===== config.mk =====
export PLATFORM = sky130hd
export DESIGN_NAME = ti_cart_loader
export DESIGN_NICKNAME = d
export VERILOG_FILES = /design/src/rtl/ti_cart_loader.sv
export SDC_FILE = /design/constraint.sdc
export NUM_CORES = 1
export LEC_CHECK = 0
export CORE_UTILIZATION = 32
export DETAILED_ROUTE_END_ITERATION = 8
export HOLD_SLACK_MARGIN = 0.1
export PLACE_DENSITY_LB_ADDON = 0.15
export SLEW_MARGIN = 20
export SYNTH_ARGS = -nofsm -noshare
export SYNTH_HDL_FRONTEND = slang
export SYNTH_SLANG_ARGS = --single-unit

===== constraint.sdc =====
create_clock -name clk_sys -period 2.9 [get_ports clk_sys]
set_input_delay 0.58 -clock clk_sys [delete_from_list [all_inputs] [get_ports clk_sys]]
set_output_delay 0.58 -clock clk_sys [all_outputs]
set_load 0.005 [all_outputs]

===== src/rtl/ti_cart_loader.sv =====
// Download sequencer for the 16-bit cartridge RAM: packs HPS bytes into big-endian words,
// then holds the console in reset for a settle period before handing the RAM port to the CPU.
module ti_cart_loader #(
  parameter int unsigned AW        = 17,
  parameter int unsigned POST_HOLD = 255
) (
  input  logic          clk_sys,
  input  logic          reset,
  input  logic          ioctl_download,
  input  logic [7:0]    ioctl_index,
  input  logic          ioctl_wr,
  input  logic [24:0]   ioctl_addr,
  input  logic [7:0]    ioctl_dout,
  input  logic [AW-1:0] cpu_a,
  input  logic          cpu_we_n,
  input  logic          cpu_ce_n,
  input  logic [1:0]    cpu_be_n,
  input  logic [15:0]   cpu_d_o,
  output logic [15:0]   cpu_d_i,
  output logic [AW-1:0] ram_a,
  output logic          ram_we,
  output logic [1:0]    ram_be,
  output logic [15:0]   ram_d,
  input  logic [15:0]   ram_q,
  output logic          hold_reset,
  output logic          rom_mask,
  output logic          load_err
);

  typedef enum logic [2:0] {StInit, StLoad, StFlush, StPost, StRun} state_e;

  state_e        state_q, state_d;
  logic [7:0]    cnt_q, cnt_d;
  logic          rom_mask_q, rom_mask_d;
  logic          load_err_q, load_err_d;

  // High byte waiting for its low partner
  logic          pend_vld_q, pend_vld_d;
  logic [AW-1:0] pend_a_q, pend_a_d;
  logic [7:0]    pend_d_q, pend_d_d;

  // Odd byte deferred one cycle behind a mismatched pending flush
  logic          odd_vld_q, odd_vld_d;
  logic [AW-1:0] odd_a_q, odd_a_d;
  logic [7:0]    odd_d_q, odd_d_d;

  logic          ld_we_q, ld_we_d;
  logic [1:0]    ld_be_q, ld_be_d;
  logic [AW-1:0] ld_a_q, ld_a_d;
  logic [15:0]   ld_d_q, ld_d_d;

  logic          byte_acc;
  logic          in_range;
  logic [AW-1:0] base_off;
  logic [AW-1:0] word_a;
  logic          run;
  logic          unused_idx;

  assign unused_idx = ^ioctl_index[7:2];
  assign byte_acc   = ioctl_wr & ioctl_download;
  assign in_range   = (ioctl_addr[24:18] == 7'd0);

  always_comb begin
    base_off = '0;
    unique case (ioctl_index[1:0])
      2'd2:    base_off = AW'(32'h0000_1000);
      2'd3:    base_off = AW'(32'h0000_B000);
      default: base_off = '0;
    endcase
  end

  assign word_a = ioctl_addr[AW:1] + base_off;

  always_comb begin
    state_d    = state_q;
    cnt_d      = cnt_q;
    rom_mask_d = rom_mask_q;
    load_err_d = load_err_q;
    pend_vld_d = pend_vld_q;
    pend_a_d   = pend_a_q;
    pend_d_d   = pend_d_q;
    odd_vld_d  = odd_vld_q;
    odd_a_d    = odd_a_q;
    odd_d_d    = odd_d_q;
    ld_we_d    = 1'b0;
    ld_be_d    = 2'b00;
    ld_a_d     = ld_a_q;
    ld_d_d     = ld_d_q;

    // Byte packing datapath
    if (odd_vld_q) begin
      ld_we_d   = 1'b1;
      ld_be_d   = 2'b01;
      ld_a_d    = odd_a_q;
      ld_d_d    = {8'h00, odd_d_q};
      odd_vld_d = 1'b0;
    end else if (byte_acc) begin
      if (!in_range) begin
        load_err_d = 1'b1;
      end else if (!ioctl_addr[0]) begin
        if (pend_vld_q) begin
          ld_we_d = 1'b1;
          ld_be_d = 2'b10;
          ld_a_d  = pend_a_q;
          ld_d_d  = {pend_d_q, 8'h00};
        end
        pend_vld_d = 1'b1;
        pend_a_d   = word_a;
        pend_d_d   = ioctl_dout;
      end else if (!pend_vld_q) begin
        ld_we_d = 1'b1;
        ld_be_d = 2'b01;
        ld_a_d  = word_a;
        ld_d_d  = {8'h00, ioctl_dout};
      end else if (pend_a_q == word_a) begin
        ld_we_d    = 1'b1;
        ld_be_d    = 2'b11;
        ld_a_d     = word_a;
        ld_d_d     = {pend_d_q, ioctl_dout};
        pend_vld_d = 1'b0;
      end else begin
        ld_we_d    = 1'b1;
        ld_be_d    = 2'b10;
        ld_a_d     = pend_a_q;
        ld_d_d     = {pend_d_q, 8'h00};
        pend_vld_d = 1'b0;
        odd_vld_d  = 1'b1;
        odd_a_d    = word_a;
        odd_d_d    = ioctl_dout;
      end
    end else if ((state_q == StFlush) && pend_vld_q) begin
      ld_we_d    = 1'b1;
      ld_be_d    = 2'b10;
      ld_a_d     = pend_a_q;
      ld_d_d     = {pend_d_q, 8'h00};
      pend_vld_d = 1'b0;
    end

    unique case (state_q)
      StInit: begin
        if (ioctl_download) state_d = StLoad;
      end
      StLoad: begin
        // With nothing pending the flush step is skipped entirely
        if (!ioctl_download) state_d = pend_vld_q ? StFlush : StPost;
      end
      StFlush: begin
        state_d = ioctl_download ? StLoad : StPost;
      end
      StPost: begin
        if (ioctl_download) begin
          state_d = StLoad;
        end else if (cnt_q == 8'd0) begin
          state_d = StRun;
        end else begin
          cnt_d = cnt_q - 8'd1;
        end
      end
      StRun: begin
        if (ioctl_download) state_d = StLoad;
      end
      default: state_d = StInit;
    endcase

    if ((state_d == StLoad) && (state_q != StLoad)) rom_mask_d = ~ioctl_index[0];
    if ((state_d == StPost) && (state_q != StPost)) cnt_d = 8'(POST_HOLD - 1);
  end

  always_ff @(posedge clk_sys) begin
    if (reset) begin
      state_q    <= StInit;
      cnt_q      <= '0;
      rom_mask_q <= 1'b0;
      load_err_q <= 1'b0;
      pend_vld_q <= 1'b0;
      pend_a_q   <= '0;
      pend_d_q   <= '0;
      odd_vld_q  <= 1'b0;
      odd_a_q    <= '0;
      odd_d_q    <= '0;
      ld_we_q    <= 1'b0;
      ld_be_q    <= 2'b00;
      ld_a_q     <= '0;
      ld_d_q     <= '0;
    end else begin
      state_q    <= state_d;
      cnt_q      <= cnt_d;
      rom_mask_q <= rom_mask_d;
      load_err_q <= load_err_d;
      pend_vld_q <= pend_vld_d;
      pend_a_q   <= pend_a_d;
      pend_d_q   <= pend_d_d;
      odd_vld_q  <= odd_vld_d;
      odd_a_q    <= odd_a_d;
      odd_d_q    <= odd_d_d;
      ld_we_q    <= ld_we_d;
      ld_be_q    <= ld_be_d;
      ld_a_q     <= ld_a_d;
      ld_d_q     <= ld_d_d;
    end
  end

  // CPU owns the RAM port only in RUN; elsewhere its strobes are ignored
  assign run        = (state_q == StRun);
  assign ram_a      = run ? cpu_a : ld_a_q;
  assign ram_d      = run ? cpu_d_o : ld_d_q;
  assign ram_be     = run ? ~cpu_be_n : ld_be_q;
  assign ram_we     = run ? ~(cpu_we_n | cpu_ce_n) : ld_we_q;
  assign cpu_d_i    = ram_q;
  assign hold_reset = ~run;
  assign rom_mask   = rom_mask_q;
  assign load_err   = load_err_q;

endmodule


==> key figures <==
Synthesis
  – Avg Cell Area, Syn: 7.47 µm²
  – Simple-Gate Fraction of Synth Area: 0.244
  – Largest area contributor in the netlist: dfxtp_1
  – Post-synthesis xor/xnor area fraction: 0.0502
  – Top cells by area, synth: dfxtp_1 39%, nand2_1 14%, a21oi_1 8.6%
  – Post-Syn Instances: ~700
  – Netlist Area Pre-Place: 5240 µm²
  – Number of synthesized register bits: 101
  – Post-synthesis cell type count: 50
  – Yosys top cell area share: 0.386
  – Largest family of logic cells by synthesized area: simple AND/OR/NAND/NOR gates
  – Number of flops mapped to enable cells by yosys: 0
  – Synth async-reset ratio: 0
  – Net count after synthesis: between 800 and 900
  – Compound-Gate Fraction of Synth Area: 0.234
  – Yosys Warn Count: 0
  – Post-synthesis adder-cell area fraction: 0.00717
  – Register area share after synthesis: 0.386
  – Mux contribution to synthesized area: 0.00191
  – Ys flop type: dfxtp_1

STA
  – Slew of the pin with the lowest slew margin: 879 ps
  – Clock Skew: around 6 ps
  – Final hold vios: 0
  – Slew Viols, Final: 0
  – Final period util: 0.958
  – Fin Setup TNS: 0 ps
  – Worst Slack Setup Final: between 100 and 150 ps
  – Worst hold margin: 454 ps
  – Final setup fails: 0
  – Post-layout minimum cycle time: 2780 ps
  – Worst slew margin: 0.414
  – Achievable Freq: 0.360 GHz

Drt
  – Remaining DRCs: 0
  – Vias: 5246
  – DR WL/cell: 15.9 µm
  – Pre-antenna DRT Iters: 5
  – Initial DRC count: approximately 350
  – Via density: 5.11
  – Final ANT Viol Nets: 0
  – Routed wire length: roughly 16 mm

Critical path
  – Arr. time, crit path: 2970 ps
  – Reg2reg path depth: 10
  – CP delay by family, top: buffers and inverters
  – RR Startpoint: pend_a_q[0]$_SDFFE_PP0P_
  – Reg-to-Reg End: odd_d_q[2]$_SDFFE_PP0P_
  – Worst setup EP type: flip-flop
  – Crit-path max FO: 9
  – Worst Path Required: 3090 ps
  – CP dominant cell by count: buf_4
  – CP max stage delay: 410 ps
  – Critical path's slowest cell: clkdlybuf4s50_1
  – Crit path kind: in2reg
  – Buf/Inv on CP: 5
  – Flop2flop setup slack: 760 ps
  – Critical Path, Cell by Cell: clkdlybuf4s50_1, ha_1, xnor2_1, nand4_1, nor4_2, buf_4, nand4_1, buf_6, buf_4, buf_4, nand3_1, a21oi_1
  – CP Launch Type: input pin

Clocking
  – Clock sink count: 101
  – Maximum root-to-sink buffer count: 2
  – Root buf cell: clkbuf_16
  – CTS tree: done
  – Cts hold-fix bufs: 0
  – Skew-Pair Late Insertion Delay: 350 ps
  – CTS clock-pin slew for the worst setup and hold paths: about 70 ps
  – H-tree levels: 3
  – CTS Buf Count: 9

Job
  – MaxCap Viol Count: 0

Min path
  – Hold path cells: 2
  – Hold path startpoint: pend_d_q[0]$_SDFFE_PP0P_
  – Endpoint, Worst Hold: pend_d_q[0]$_SDFFE_PP0P_
  – Hold Path Class: reg2reg

Finish
  – Most common cell after layout, fill and taps aside: nand2_1
  – Design area: roughly 7100 µm²
  – Most frequent cells in the layout: 188 x nand2_1, 110 x clkdlybuf4s50_1, 101 x dfxtp_1
  – Final std cells w/o fill: 1027
  – Sequential cell area: about 2000 µm²
  – Number of antenna diodes: 0
  – Footprint of the multi-input gates: 2840 µm²
  – Nets: 907
  – Share of post-route cells with drive strength above 1: 0.104
  – Area Growth Syn to Fin: 35.3%
  – Fillers: approximately 1.6k

Global routing
  – GRT Total Usage: 0.196
  – Global-route wire length before repair: 25.9 mm
  – GRT overflow: 0
  – Initial antenna violation count: 0
  – Largest net degree at the start of global routing: 82
  – Via count of the first global-routing pass: 5004

Run status
  – Run status: complete, no violations

Placement
  – Area post-placement: 6710 µm²
  – I/O Buffers: between 100 and 150
  – Placed Cells: 1007
  – Setup Slack @ Placement: -405 ps
  – Gpl congestion: about 0.74
  – HPWL Detailed: 11.0 mm

Floorplan
  – Die Wd: between 100 and 150 µm
  – Die area: 16900 µm²
  – Ports: around 150
  – Row count: 46
  – CORE AREA: 15900 µm²
  – Initial Util: 0.329
  – Die Y: around 130 µm

Power
  – Pwr Density: 419 nW/µm²
  – Static leakage: 2.51 nW
  – Max VDD drop: 0.270 mV
==> registers in the layout, summed over array words and instances (netlist names), 2 cells and up <==
| register | count |
|---|---|
| odd_a_q | 17 |
| pend_a_q | 17 |
| state_q | 3 |
| ld_a_q | 17 |
| odd_d_q | 8 |
| ld_d_q | 16 |
| ld_be_q | 2 |
| cnt_q | 8 |
| pend_d_q | 8 |
==> layer usage <==
layer	up-vias	global-route usage	part of all wire
met3	11	0.0320	0.057
li1	2648	-	-
met2	179	0.335	0.47
met4	0	0.0534	0.012
met5	-	0	0
met1	2408	0.255	0.46
==> where the power goes <==
group	internal (mW)	total, mW	switching [mW]
registers	1.40	1.41	0.0130
logic	0.165	0.303	0.138
clock network	0.718	1.25	0.536
total	2.28	2.97	0.687
==> through the flow <==
step                      utilization  power, mW
after floorplan                     -       1.58
after global placement          0.421       1.74
after detailed placement        0.421       1.74
after CTS                       0.441       2.99
after global routing            0.445       3.08
final                           0.445       2.97
==> Yosys cell counts (all sizes together), types with 2 or more instances <==
cell     count
nand2      190
o221ai      13
o2111ai     22
nand4        8
ha           3
nor2        13
a31oi       14
o31ai        2
nor4         5
or3          2
o211ai       2
o2111a       2
inv         10
nand3       35
nor3         6
o21ai       40
a21oi       91
clkbuf      37
dfxtp      101
and4         2
and2        17
xnor2       29
buf         35
and3         3
a21o         3
a311o        3
==> how the worst max path moves through the flow <==
| stage | start | end | slack [ps] | cells after the start |
|---|---|---|---|---|
| 6_report | ioctl_addr[13] | odd_d_q[2]$_SDFFE_PP0P_ | 120 | 12 |
| 5_1_grt | ioctl_addr[13] | ld_a_q[3]$_SDFFE_PP0P_ | -3 | 12 |
| 4_1_cts | ioctl_index[1] | ld_a_q[1]$_SDFFE_PP0P_ | 20 | 12 |
| 3_5_place_dp | ioctl_index[1] | ld_a_q[1]$_SDFFE_PP0P_ | -400 | 12 |
| 3_3_place_gp | ioctl_index[1] | ld_a_q[0]$_SDFFE_PP0P_ | -320 | 12 |
| 2_1_floorplan | ioctl_index[1] | ld_a_q[14]$_SDFFE_PP0P_ | 310 | 10 |
==> final cells by class <==
cell class,count,area share
clock inverter,5,0.00812
tap,216,0.0381
clock buffer,11,0.0357
inverter,10,0.00530
timing repair buffer,166,0.226
sequential,101,0.285
multi-input combinational,518,0.401
==> logic make-up after synthesis <==
| kind of cell | Yosys count |
|---|---|
| AOI/OAI and AO/OA | 197 |
| xor gates and xnor gates | 30 |
| adders and majority gates | 3 |
| buffers and inverters | 82 |
| DFF | 101 |
| muxes | 1 |
| and+or+nand+nor | 287 |
==> repair_timing <==
item	CTS	global route
endpoints found under the setup margin	32	48
pin swaps	0	3
setup buffers	0	4
resized for setup	2	8
==> worst min-delay path, delay by kind of cell, from the launching register on <==
family	cells	cell delay, ps
DFF	1	310
and+or+nand+nor	1	50
AOI/OAI and AO/OA	1	50
Power figures use the tool's default switching activity.
